<file path="src/rtl/thor2023_tlb_pkg.sv">
// Shared TLB definitions: command/state encodings and entry field positions,
// used by the maintenance sequencer and the lookup stage.
package thor2023_tlb_pkg;

  localparam int TLB_ENTRIES = 1024;
  localparam int TLB_WIDTH   = 128;
  localparam int TLB_ASID_W  = 12;

  localparam int V_BIT    = TLB_WIDTH - 1;
  localparam int ASID_MSB = TLB_WIDTH - 2;
  localparam int ASID_LSB = TLB_WIDTH - 1 - TLB_ASID_W;

  typedef enum logic [1:0] {
    CMD_WRITE    = 2'd0,
    CMD_READ     = 2'd1,
    CMD_INVALL   = 2'd2,
    CMD_INV_ASID = 2'd3
  } tlb_cmd_t;

  typedef logic [2:0] tlb_state_t;

  localparam tlb_state_t ST_CLEAR    = 3'd0;
  localparam tlb_state_t ST_IDLE     = 3'd1;
  localparam tlb_state_t ST_WR       = 3'd2;
  localparam tlb_state_t ST_RD       = 3'd3;
  localparam tlb_state_t ST_RDW      = 3'd4;
  localparam tlb_state_t ST_SCAN_RD  = 3'd5;
  localparam tlb_state_t ST_SCAN_CHK = 3'd6;
  localparam tlb_state_t ST_FIN      = 3'd7;

endpackage

</file>
<file path="src/rtl/thor2023_tlb_maint_if.sv">
// Command/response channel between the CSR/miss-handler path (master) and the
// TLB maintenance sequencer (slave).
interface thor2023_tlb_maint_if #(
  parameter int LOG_ENTRIES = 10,
  parameter int WIDTH       = 128,
  parameter int ASID_W      = 12
);
  import thor2023_tlb_pkg::*;

  logic                   req_valid;
  logic                   req_ready;
  tlb_cmd_t               req_cmd;
  logic [LOG_ENTRIES-1:0] req_idx;
  logic [ASID_W-1:0]      req_asid;
  logic [WIDTH-1:0]       req_wdata;
  logic                   resp_valid;
  logic [WIDTH-1:0]       resp_data;
  logic                   done;
  logic                   busy;

  modport master (
    output req_valid, req_cmd, req_idx, req_asid, req_wdata,
    input  req_ready, resp_valid, resp_data, done, busy
  );

  modport slave (
    input  req_valid, req_cmd, req_idx, req_asid, req_wdata,
    output req_ready, resp_valid, resp_data, done, busy
  );

endinterface

</file>
<file path="src/rtl/thor2023_tlb_maint.sv">
// TLB maintenance sequencer: owns RAM port B, clears the TLB after reset and
// serves write/read/invalidate-all/invalidate-by-ASID commands.
module thor2023_tlb_maint
  import thor2023_tlb_pkg::*;
#(
  parameter int  ENTRIES     = TLB_ENTRIES,
  parameter int  WIDTH       = TLB_WIDTH,
  parameter int  ASID_W      = TLB_ASID_W,
  localparam int LOG_ENTRIES = $clog2(ENTRIES)
) (
  input  logic                   clk,
  input  logic                   rst,
  thor2023_tlb_maint_if.slave    req_if,
  output logic                   tlb_enb,
  output logic                   tlb_web,
  output logic [LOG_ENTRIES-1:0] tlb_addrb,
  output logic [WIDTH-1:0]       tlb_dinb,
  input  logic [WIDTH-1:0]       tlb_doutb
);

  localparam int F_V    = WIDTH - 1;
  localparam int F_AMSB = WIDTH - 2;
  localparam int F_ALSB = WIDTH - 1 - ASID_W;
  localparam logic [LOG_ENTRIES-1:0] PTR_LAST = LOG_ENTRIES'(ENTRIES - 1);
  localparam logic [LOG_ENTRIES-1:0] PTR_ONE  = LOG_ENTRIES'(1);

  tlb_state_t             state_q, state_d;
  logic [LOG_ENTRIES-1:0] ptr_q, ptr_d;
  logic [WIDTH-1:0]       resp_data_q, resp_data_d;
  tlb_cmd_t               cmd_q;
  logic [LOG_ENTRIES-1:0] idx_q;
  logic [ASID_W-1:0]      asid_q;
  logic [WIDTH-1:0]       wdata_q;

  logic accept_s, ptr_last_s, hit_s, enb_s, web_s;

  // Status outputs are forced to their reset values while rst is held.
  assign req_if.req_ready  = (state_q == ST_IDLE) && !rst;
  assign req_if.done       = (state_q == ST_FIN) && !rst;
  assign req_if.resp_valid = (state_q == ST_FIN) && (cmd_q == CMD_READ) && !rst;
  assign req_if.busy       = (state_q != ST_IDLE) || rst;
  assign req_if.resp_data  = resp_data_q;

  assign accept_s   = req_if.req_valid && req_if.req_ready;
  assign ptr_last_s = (ptr_q == PTR_LAST);
  assign hit_s      = tlb_doutb[F_V] && (tlb_doutb[F_AMSB:F_ALSB] == asid_q);

  // Sequencer next-state, sweep pointer and read-response capture.
  always_comb begin
    state_d     = state_q;
    ptr_d       = ptr_q;
    resp_data_d = resp_data_q;
    case (state_q)
      ST_CLEAR: begin
        if (ptr_last_s) begin
          ptr_d   = '0;
          state_d = (cmd_q == CMD_INVALL) ? ST_FIN : ST_IDLE;
        end else begin
          ptr_d   = ptr_q + PTR_ONE;
        end
      end
      ST_IDLE: begin
        if (accept_s) begin
          case (req_if.req_cmd)
            CMD_WRITE:    state_d = ST_WR;
            CMD_READ:     state_d = ST_RD;
            CMD_INVALL: begin
              state_d = ST_CLEAR;
              ptr_d   = '0;
            end
            CMD_INV_ASID: begin
              state_d = ST_SCAN_RD;
              ptr_d   = '0;
            end
            default:      state_d = ST_IDLE;
          endcase
        end else begin
          state_d = ST_IDLE;
        end
      end
      ST_WR:      state_d = ST_FIN;
      ST_RD:      state_d = ST_RDW;
      ST_RDW: begin
        resp_data_d = tlb_doutb;
        state_d     = ST_FIN;
      end
      ST_SCAN_RD: state_d = ST_SCAN_CHK;
      // Scan cost is fixed per entry; a hit only adds a write in the same cycle.
      ST_SCAN_CHK: begin
        if (ptr_last_s) begin
          state_d = ST_FIN;
        end else begin
          ptr_d   = ptr_q + PTR_ONE;
          state_d = ST_SCAN_RD;
        end
      end
      ST_FIN:     state_d = ST_IDLE;
      default:    state_d = ST_CLEAR;
    endcase
  end

  // RAM port B drive decoded from state, pointer and the held request.
  always_comb begin
    enb_s     = 1'b0;
    web_s     = 1'b0;
    tlb_addrb = ptr_q;
    tlb_dinb  = '0;
    case (state_q)
      ST_CLEAR: begin
        enb_s = 1'b1;
        web_s = 1'b1;
      end
      ST_WR: begin
        enb_s     = 1'b1;
        web_s     = 1'b1;
        tlb_addrb = idx_q;
        tlb_dinb  = wdata_q;
      end
      ST_RD: begin
        enb_s     = 1'b1;
        tlb_addrb = idx_q;
      end
      ST_SCAN_RD: enb_s = 1'b1;
      ST_SCAN_CHK: begin
        if (hit_s) begin
          enb_s         = 1'b1;
          web_s         = 1'b1;
          tlb_dinb      = tlb_doutb;
          tlb_dinb[F_V] = 1'b0;
        end else begin
          enb_s = 1'b0;
        end
      end
      default: enb_s = 1'b0;
    endcase
  end

  assign tlb_enb = enb_s && !rst;
  assign tlb_web = web_s && !rst;

  // Sequencer state, sweep pointer and response data registers.
  always_ff @(posedge clk) begin
    if (rst) begin
      state_q     <= ST_CLEAR;
      ptr_q       <= '0;
      resp_data_q <= '0;
    end else begin
      state_q     <= state_d;
      ptr_q       <= ptr_d;
      resp_data_q <= resp_data_d;
    end
  end

  // Request fields held for the life of the accepted command.
  always_ff @(posedge clk) begin
    if (rst) begin
      cmd_q   <= CMD_WRITE;
      idx_q   <= '0;
      asid_q  <= '0;
      wdata_q <= '0;
    end else if (accept_s) begin
      cmd_q   <= req_if.req_cmd;
      idx_q   <= req_if.req_idx;
      asid_q  <= req_if.req_asid;
      wdata_q <= req_if.req_wdata;
    end
  end

endmodule

</file>
<file path="src/flat_wrapper.sv">
// flat-port wrapper written by rule: the top's interface ports become plain ports
module thor2023_tlb_maint_flat import thor2023_tlb_pkg::*;
#(
  parameter int  ENTRIES     = TLB_ENTRIES,
  parameter int  WIDTH       = TLB_WIDTH,
  parameter int  ASID_W      = TLB_ASID_W,
  localparam int LOG_ENTRIES = $clog2(ENTRIES)
)
  (clk, rst, tlb_enb, tlb_web, tlb_addrb, tlb_dinb, tlb_doutb, req_if_req_valid, req_if_req_cmd, req_if_req_idx, req_if_req_asid, req_if_req_wdata, req_if_req_ready, req_if_resp_valid, req_if_resp_data, req_if_done, req_if_busy);
  thor2023_tlb_maint_if #(.LOG_ENTRIES((10)), .WIDTH(WIDTH), .ASID_W(ASID_W)) req_if_i ();
  input  logic clk;
  input  logic rst;
  output logic tlb_enb;
  output logic tlb_web;
  output logic [LOG_ENTRIES-1:0] tlb_addrb;
  output logic [WIDTH-1:0] tlb_dinb;
  input  logic [WIDTH-1:0] tlb_doutb;
  input wire logic [$bits(req_if_i.req_valid)-1:0] req_if_req_valid;
  input wire logic [$bits(req_if_i.req_cmd)-1:0] req_if_req_cmd;
  input wire logic [$bits(req_if_i.req_idx)-1:0] req_if_req_idx;
  input wire logic [$bits(req_if_i.req_asid)-1:0] req_if_req_asid;
  input wire logic [$bits(req_if_i.req_wdata)-1:0] req_if_req_wdata;
  output wire logic [$bits(req_if_i.req_ready)-1:0] req_if_req_ready;
  output wire logic [$bits(req_if_i.resp_valid)-1:0] req_if_resp_valid;
  output wire logic [$bits(req_if_i.resp_data)-1:0] req_if_resp_data;
  output wire logic [$bits(req_if_i.done)-1:0] req_if_done;
  output wire logic [$bits(req_if_i.busy)-1:0] req_if_busy;
  assign req_if_i.req_valid = req_if_req_valid;
  assign req_if_i.req_cmd = req_if_req_cmd;
  assign req_if_i.req_idx = req_if_req_idx;
  assign req_if_i.req_asid = req_if_req_asid;
  assign req_if_i.req_wdata = req_if_req_wdata;
  assign req_if_req_ready = req_if_i.req_ready;
  assign req_if_resp_valid = req_if_i.resp_valid;
  assign req_if_resp_data = req_if_i.resp_data;
  assign req_if_done = req_if_i.done;
  assign req_if_busy = req_if_i.busy;
  thor2023_tlb_maint #(.ENTRIES(ENTRIES), .WIDTH(WIDTH), .ASID_W(ASID_W)) u_core (.clk(clk), .rst(rst), .req_if(req_if_i), .tlb_enb(tlb_enb), .tlb_web(tlb_web), .tlb_addrb(tlb_addrb), .tlb_dinb(tlb_dinb), .tlb_doutb(tlb_doutb));
endmodule
</file>
<file path="config.mk">
export PLATFORM = sky130hd
export DESIGN_NAME = thor2023_tlb_maint_flat
export DESIGN_NICKNAME = d
export VERILOG_FILES = /design/src/rtl/thor2023_tlb_pkg.sv /design/src/rtl/thor2023_tlb_maint_if.sv /design/src/rtl/thor2023_tlb_maint.sv /design/src/flat_wrapper.sv
export SDC_FILE = /design/constraint.sdc
export NUM_CORES = 1
export LEC_CHECK = 0
export ABC_CLOCK_PERIOD_IN_PS = 2500
export BUFFER_PORTS_ARGS = -buffer_cell sky130_fd_sc_hd__buf_2
export CAP_MARGIN = 20
export CORE_AREA = 2 2 217 219
export CTS_CLUSTER_DIAMETER = 150
export DETAILED_ROUTE_END_ITERATION = 8
export DIE_AREA = 0 0 219 221
export SLEW_MARGIN = 25
export SYNTH_ARGS = -nofsm -noshare
export SYNTH_HDL_FRONTEND = slang
export SYNTH_SLANG_ARGS = --single-unit
</file>
<file path="constraint.sdc">
create_clock -name clk -period 2.5 [get_ports clk]
set_input_delay 0.625 -clock clk [delete_from_list [all_inputs] [get_ports clk]]
set_output_delay 0.625 -clock clk [all_outputs]
set_load 0.03 [all_outputs]
</file>
==> flow_metrics.tcl, run 1 <==
set metrics [dict create \
    r2r_slack_ns 0.54 \
    worst_r2r_endpoint "u_core.ptr_q[5]" \
    synth_area_um2 11900 \
    drive_above_1_share 0.345 \
    antenna_left 0 \
    grt_pass1_wl_um 72300 \
    violations "setup timing" \
    fmax_mhz 337 \
    htree_levels 2 \
    drc_errors 0 \
    die_y_um 221 \
    period_minus_slack_ns 2.97 \
    cp_top_family "buffers and inverters" \
    ir_drop_uv 455 \
    cts_root_buf "clkbuf_16" \
    clock_latency_ns 0.53 \
    async_flop_share 0 \
    finalNonFillerCells 2688 \
    fin_tns_setup_ns -50.41 \
    end_kind "output port" \
    finClkSkew_ns 0.00729 \
    fin_ws_ns -0.470 \
    clock_sinks 293 \
    critPathKind "flip-flop to output port" \
    placed_cells 2607 \
    cpPeakStageDelay_ns 0.36 \
    worstPathRequired_ns 1.88 \
    period_share 1.19 \
    die_w_um 219 \
    grt_max_degree 126 \
    drt_first_pass_iters 5 \
    fin_area_um2 17700 \
    syn_inst 1514 \
    cap_violations 0 \
    yosys_warnings 0 \
    io_buffers 554 \
    worstSetupEndpoint "tlb_dinb[26]" \
    critical_path.slowest_cell "dfxtp_2" \
    path_buf_inv 4 \
    synth_edf_count 0 \
    arrival_ns 2.35 \
    dieArea_um2 48400 \
    critPathLaunch "u_core.asid_q[6]" \
    antenna_found_initial 6 \
    io_pins 555 \
    routed_wirelength_um 48900 \
    initial_utilization 0.259 \
    first_iter_violations 868 \
    ys_ff_latch 293 \
    p_leak_nw 7.45 \
    route.vias.total 13090 \
    rsz0062_at_grt "yes" \
    finalMaxSlewViolations 0 \
    grtUsageTotal 0.191 \
    r2r_start "u_core.state_q[2]" \
    yosysUniqueCellTypes 44 \
    nets 2338 \
    crit_top_cell "buf_6" \
    synth_area_per_cell_um2 7.87 \
    cts_tree "done" \
    clk_pin_slew_ns 0.06 \
    wl_per_cell_um 18.2 \
    hold_buffers 0 \
    yosys.area.top_type "dfxtp_1" \
    worstPathMaxFanout 11 \
    dpl.hpwl_um 34600 \
    hp-class "input port to flip-flop" \
    clockBufferDepth 3 \
    multi_input_area_um2 5550 \
    ff_latch_area_um2 5870 \
    setup_viol 129 \
    maxSlewHeadroom 0.447 \
    powerDensity_nw_per_um2 595 \
    hold_violations 0 \
    rr_worst_depth 7 \
    ys.flop_type "dfxtp_1" \
    synth_nets 1798 \
    synth.yosys.seq_area_share 0.492 \
    total_power_mw 10.5 \
    globalplace.congestion 0.881 \
    fillers 4755 \
    place_area_um2 15600 \
    crit_cells 8 \
    status "finished, violations left" \
    worst_pin_slew_ns 0.830 \
    cts-buffers-inserted 34 \
    synth_top_area_share 0.492 \
    startpoint_type "flip-flop" \
    core-area_um2 46100 \
    rows 79 \
    yosys-top-cells-area "dfxtp_1, nand2_1, a22o_1, o21ai_0, a21oi_1" \
    cp_cell_sequence "xnor2_2, nand4_1, nor4_4, buf_6, buf_6, buf_12, a22o_1, buf_6" \
    area_growth_syn_to_layout_pct 48.3 \
    grt_pass1_vias 12735 \
    overflow 0 \
    vias_per_cell 4.87 \
]
==> routing by layer <==
metal / global-route usage / routed length (um)
met1: 0.237 / 20300
met2: 0.307 / 22000
met3: 0.0488 / 4350
met4: 0.0907 / 2160
met5: 0 / 13
==> Yosys cell counts, types with 5 or more instances <==
library cell,instances
a21oi_1,140
a22o_1,127
buf_2,47
clkbuf_1,77
dfxtp_1,293
inv_1,7
mux2_2,8
nand2_1,564
nand3_1,5
nand4_1,8
nor2_1,6
o21ai_0,156
o31ai_1,6
or4_1,6
xnor2_1,12
==> worst min-delay path by stage <==
stage                                startpoint                          end  cells past startpoint
finish                     req_if_req_wdata[17]           u_core.wdata_q[17]                      3
global route               req_if_req_wdata[17]           u_core.wdata_q[17]                      3
CTS                        req_if_req_wdata[78]           u_core.wdata_q[78]                      3
detailed placement  u_core.req_if.resp_data[73]  u_core.req_if.resp_data[73]                      2
global placement    u_core.req_if.resp_data[33]  u_core.req_if.resp_data[33]                      2
floorplan                   u_core.wdata_q[127]          u_core.wdata_q[127]                      2
==> state kept, by name (all words and copies together), names as in the netlist <==
| name | flops |
|---|---|
| u_core.req_if.resp_data | 128 |
| u_core.wdata_q | 128 |
| u_core.asid_q | 12 |
| u_core.idx_q | 10 |
| u_core.ptr_q | 10 |
| u_core.state_q | 3 |
| u_core.cmd_q | 2 |
==> power breakdown <==
group / leakage, nW / internal (mW) / switching (mW)
logic: 4.50 / 0.208 / 0.259
clock network: 0.587 / 3.33 / 2.03
registers: 2.36 / 4.67 / 0.00623
==> metrics by stage <==
step	util	hold slack, ns	setup slack [ns]
after floorplan	-	0.431	0.00448
after global placement	0.339	0.438	-0.374
after detailed placement	0.339	0.445	-0.360
after CTS	0.380	0.256	-0.481
after global routing	0.384	0.277	-0.603
final	0.384	0.290	-0.470
==> worst register-to-register path: stages, from the launching register on <==
cell	delay, ns
dfxtp_2	0.33
buf_8	0.13
buf_4	0.16
nor3_2	0.33
a211oi_2	0.08
buf_4	0.19
or4_1	0.51
a21oi_1	0.15
==> logic make-up after synthesis <==
family / count (synthesis) / share of synthesized area
fa+ha+maj: 1 / 0.00105
simple gates: 615 / 0.206
mux: 10 / 0.00924
compound gates: 446 / 0.233
flops: 293 / 0.492
xor+xnor: 12 / 0.00882
buf+inv: 137 / 0.0491
==> cell usage in the layout (no fill, tap or decap), types with 5 or more instances in the layout <==
cell       Yosys  layout
a21oi_1      140     140
a22o_1       127     127
buf_12         0      18
buf_2         47     475
buf_4          1      46
buf_6          1      87
bufinv_16      0       5
clkbuf_1      77       7
clkbuf_16      0      39
clkinv_2       0       6
dfxtp_1      293     286
dfxtp_2        0       7
inv_1          7       7
mux2_2         8       5
nand2_1      564     563
nand3_1        5       5
nand4_1        8       8
nor2_1         6       5
o21ai_0      156     156
o31ai_1        6       6
or4_1          6       6
xnor2_1       12       9
==> layout make-up <==
class | count | share of cell area
Clock buffer | 48 | 0.0570
Sequential cell | 293 | 0.333
Clock inverter | 13 | 0.0110
Timing Repair Buffer | 633 | 0.240
Inverter | 8 | 0.00198
Multi-Input combinational cell | 1084 | 0.314
Tap cell | 607 | 0.0430
Antenna cell | 2 | 0.000283
==> repair_timing <==
| action | CTS | global route |
|---|---|---|
| buffers inserted | 8 | 6 |
| endpoints found under the setup margin | 141 | 140 |
| gates resized for setup | 163 | 36 |
| gates cloned | 6 | 2 |
| pin swaps | 5 | 10 |
No activity file was read; power rests on OpenSTA's default activity.
==> inputs of run 2 (changes only) <==
--- a/config.mk
+++ b/config.mk
@@ -5,13 +5,13 @@
 export SDC_FILE = /design/constraint.sdc
 export NUM_CORES = 1
 export LEC_CHECK = 0
-export ABC_CLOCK_PERIOD_IN_PS = 2500
+export ABC_CLOCK_PERIOD_IN_PS = 3490
 export BUFFER_PORTS_ARGS = -buffer_cell sky130_fd_sc_hd__buf_2
 export CAP_MARGIN = 20
-export CORE_AREA = 2 2 217 219
+export CORE_AREA = 2 2 215 217
 export CTS_CLUSTER_DIAMETER = 150
 export DETAILED_ROUTE_END_ITERATION = 8
-export DIE_AREA = 0 0 219 221
+export DIE_AREA = 0 0 217 219
 export SLEW_MARGIN = 25
 export SYNTH_ARGS = -nofsm -noshare
 export SYNTH_HDL_FRONTEND = slang
==> constraint.sdc (replaced) <==
create_clock -name clk -period 3.49 [get_ports clk]
set_input_delay 0.8725 -clock clk [delete_from_list [all_inputs] [get_ports clk]]
set_output_delay 0.8725 -clock clk [all_outputs]
set_load 0.03 [all_outputs]
==> run 2 against run 1 <==
  * The run now ends clean
  * Wire length down 6.7%
  * Combinational power decreased by 33%
  * Core utilization fell by 1.9 points
  * Count of clock-buffer cells in the layout did not move
  * Sequential cell count unchanged
  * Die area down 1.8%
  * Worst setup slack better by 0.58 ns
  * Final area decreased by 7.0%
  * Clock skew is 0.0063 ns higher
  * Global-route usage shrank 0.86 points
  * Sequential power shrank 28%
  * Critical path type is now input port to output port
  * Largest power group unchanged
  * Highest routed layer unchanged
==> flow_metrics.tcl, run 2 (same netlist as run 1, synthesis figures left out) <==
set metrics [dict create \
    maxSlewHeadroom 0.399 \
    globalplace.congestion 0.885 \
    area_growth_syn_to_layout_pct 37.9 \
    dieArea_um2 47500 \
    hold_buffers 0 \
    die_y_um 219 \
    vias_per_cell 4.91 \
    clock_sinks 293 \
    cpPeakStageDelay_ns 0.30 \
    place_ws_ns 0.129 \
    clockBufferDepth 3 \
    worstPathMaxFanout 43 \
    worstPathRequired_ns 2.62 \
    fmax_mhz 296 \
    drt_first_pass_iters 6 \
    worst_r2r_endpoint "u_core.req_if.resp_data[4]" \
    clock_latency_ns 0.53 \
    grt_pass1_vias 12028 \
    final_cell_mix "nand2_1, buf_2, dfxtp_1" \
    cts_resized 0 \
    rsz0062_at_grt "no" \
    hold-path-endpoint "u_core.req_if.resp_data[15]" \
    die_w_um 217 \
    period_share 0.970 \
    period_minus_slack_ns 3.38 \
    htree_levels 2 \
    cp_cell_sequence "buf_2, xnor2_1, nand4_1, nor4_4, buf_4, buf_12, a22o_1, buf_2" \
    holdWs_ns 0.451 \
    hold_violations 0 \
    clk_pin_slew_ns 0.06 \
    nets 2284 \
    drive_above_1_share 0.320 \
    cts-buffers-inserted 34 \
    fillers 4702 \
    holdPathStages 2 \
    end_kind "output port" \
    grt_max_degree 163 \
    crit_top_cell "buf_2" \
    routed_wirelength_um 45600 \
    startpoint_type "input port" \
    powerDensity_nw_per_um2 456 \
    min-delay-start "u_core.req_if.resp_data[15]" \
    status "completed" \
    drc_errors 0 \
    r2r_slack_ns 1.37 \
    overflow 0 \
    grt_pass1_wl_um 68600 \
    setup_viol 0 \
    rr_worst_depth 6 \
    cts_root_buf "clkbuf_16" \
    r2r_start "u_core.state_q[0]" \
    finalMaxSlewViolations 0 \
    cap_violations 0 \
    worst_pin_slew_ns 0.902 \
    cts_tree "done" \
    dpl.hpwl_um 32700 \
    arrival_ns 2.51 \
    route.vias.total 12858 \
    cts_setup_buffers 0 \
    initial_utilization 0.264 \
    core-area_um2 45100 \
    total_power_mw 7.50 \
    finClkSkew_ns 0.0136 \
    rows 78 \
    antenna_left 0 \
    first_iter_violations 1039 \
    antenna_found_initial 4 \
    p_leak_nw 7.03 \
    wl_per_cell_um 17.4 \
    critPathKind "input port to output port" \
    io_buffers 554 \
    hp-class "flip-flop to flip-flop" \
    critical_path.slowest_cell "nor4_4" \
    final_common_cell "nand2_1" \
    io_pins 555 \
    fin_tns_setup_ns 0 \
    fin_ws_ns 0.106 \
    grtUsageTotal 0.182 \
    ir_drop_uv 315 \
]
==> run 2: cell types whose count changed in the layout (fill, tap and decap cells not counted), sizes merged <==
cell,before,now
clkbuf,50,48
inv,8,9
bufbuf,1,0
diode,2,1
buf,630,579
clkinvlp,2,1
clkinv,6,1
==> run 2: metrics by stage <==
step,util,instance area [um^2],std cells
final,0.364,16400,2621
after global routing,0.364,16400,2621
after CTS,0.364,16400,2620
after detailed placement,0.338,15200,2564
after global placement,0.338,15200,2564
after floorplan,-,11900,1514
==> run 2: worst max path at each step <==
stage	slack [ns]	endpoint	startpoint
4_1_cts	0.13	tlb_dinb[20]	tlb_doutb[125]
2_1_floorplan	0.21	req_if_resp_valid	rst
6_report	0.11	tlb_dinb[20]	tlb_doutb[125]
3_3_place_gp	0.17	tlb_dinb[66]	tlb_doutb[115]
3_5_place_dp	0.13	tlb_dinb[20]	tlb_doutb[125]
5_1_grt	0.001	tlb_dinb[20]	tlb_doutb[125]
==> run 2: worst max-delay path: cells and delay by family <==
family	cells	cell delay, ns
AOI/OAI and AO/OA	1	0.18
xor gates and xnor gates	1	0.17
buffers and inverters	4	0.75
and+or+nand+nor	2	0.47
==> run 2: power breakdown <==
group	internal, mW	switching, mW
Sequential	3.35	0.00416
Clock	2.40	1.44
Combinational	0.135	0.176
==> run 2: area by class of cell <==
type / instances / area (um^2) / area share
clock buffer: 48 / 1020 / 0.0619
tap: 600 / 751 / 0.0457
antenna: 1 / 2.50 / 0.000152
sequential: 293 / 5870 / 0.357
inverter: 8 / 35.0 / 0.00213
timing repair buffer: 579 / 3080 / 0.187
clock inverter: 8 / 175 / 0.0107
multi-input combinational: 1084 / 5510 / 0.335
==> run 2: layer usage <==
layer  track usage  vias up  part of all wire  wire [um]
li1              -     6107                 -          -
met1         0.232     6017              0.42      19100
met2         0.301      644              0.47      21400
met3        0.0459       84             0.083       3780
met4        0.0559        6             0.028       1280
met5             0        -           0.00090         41
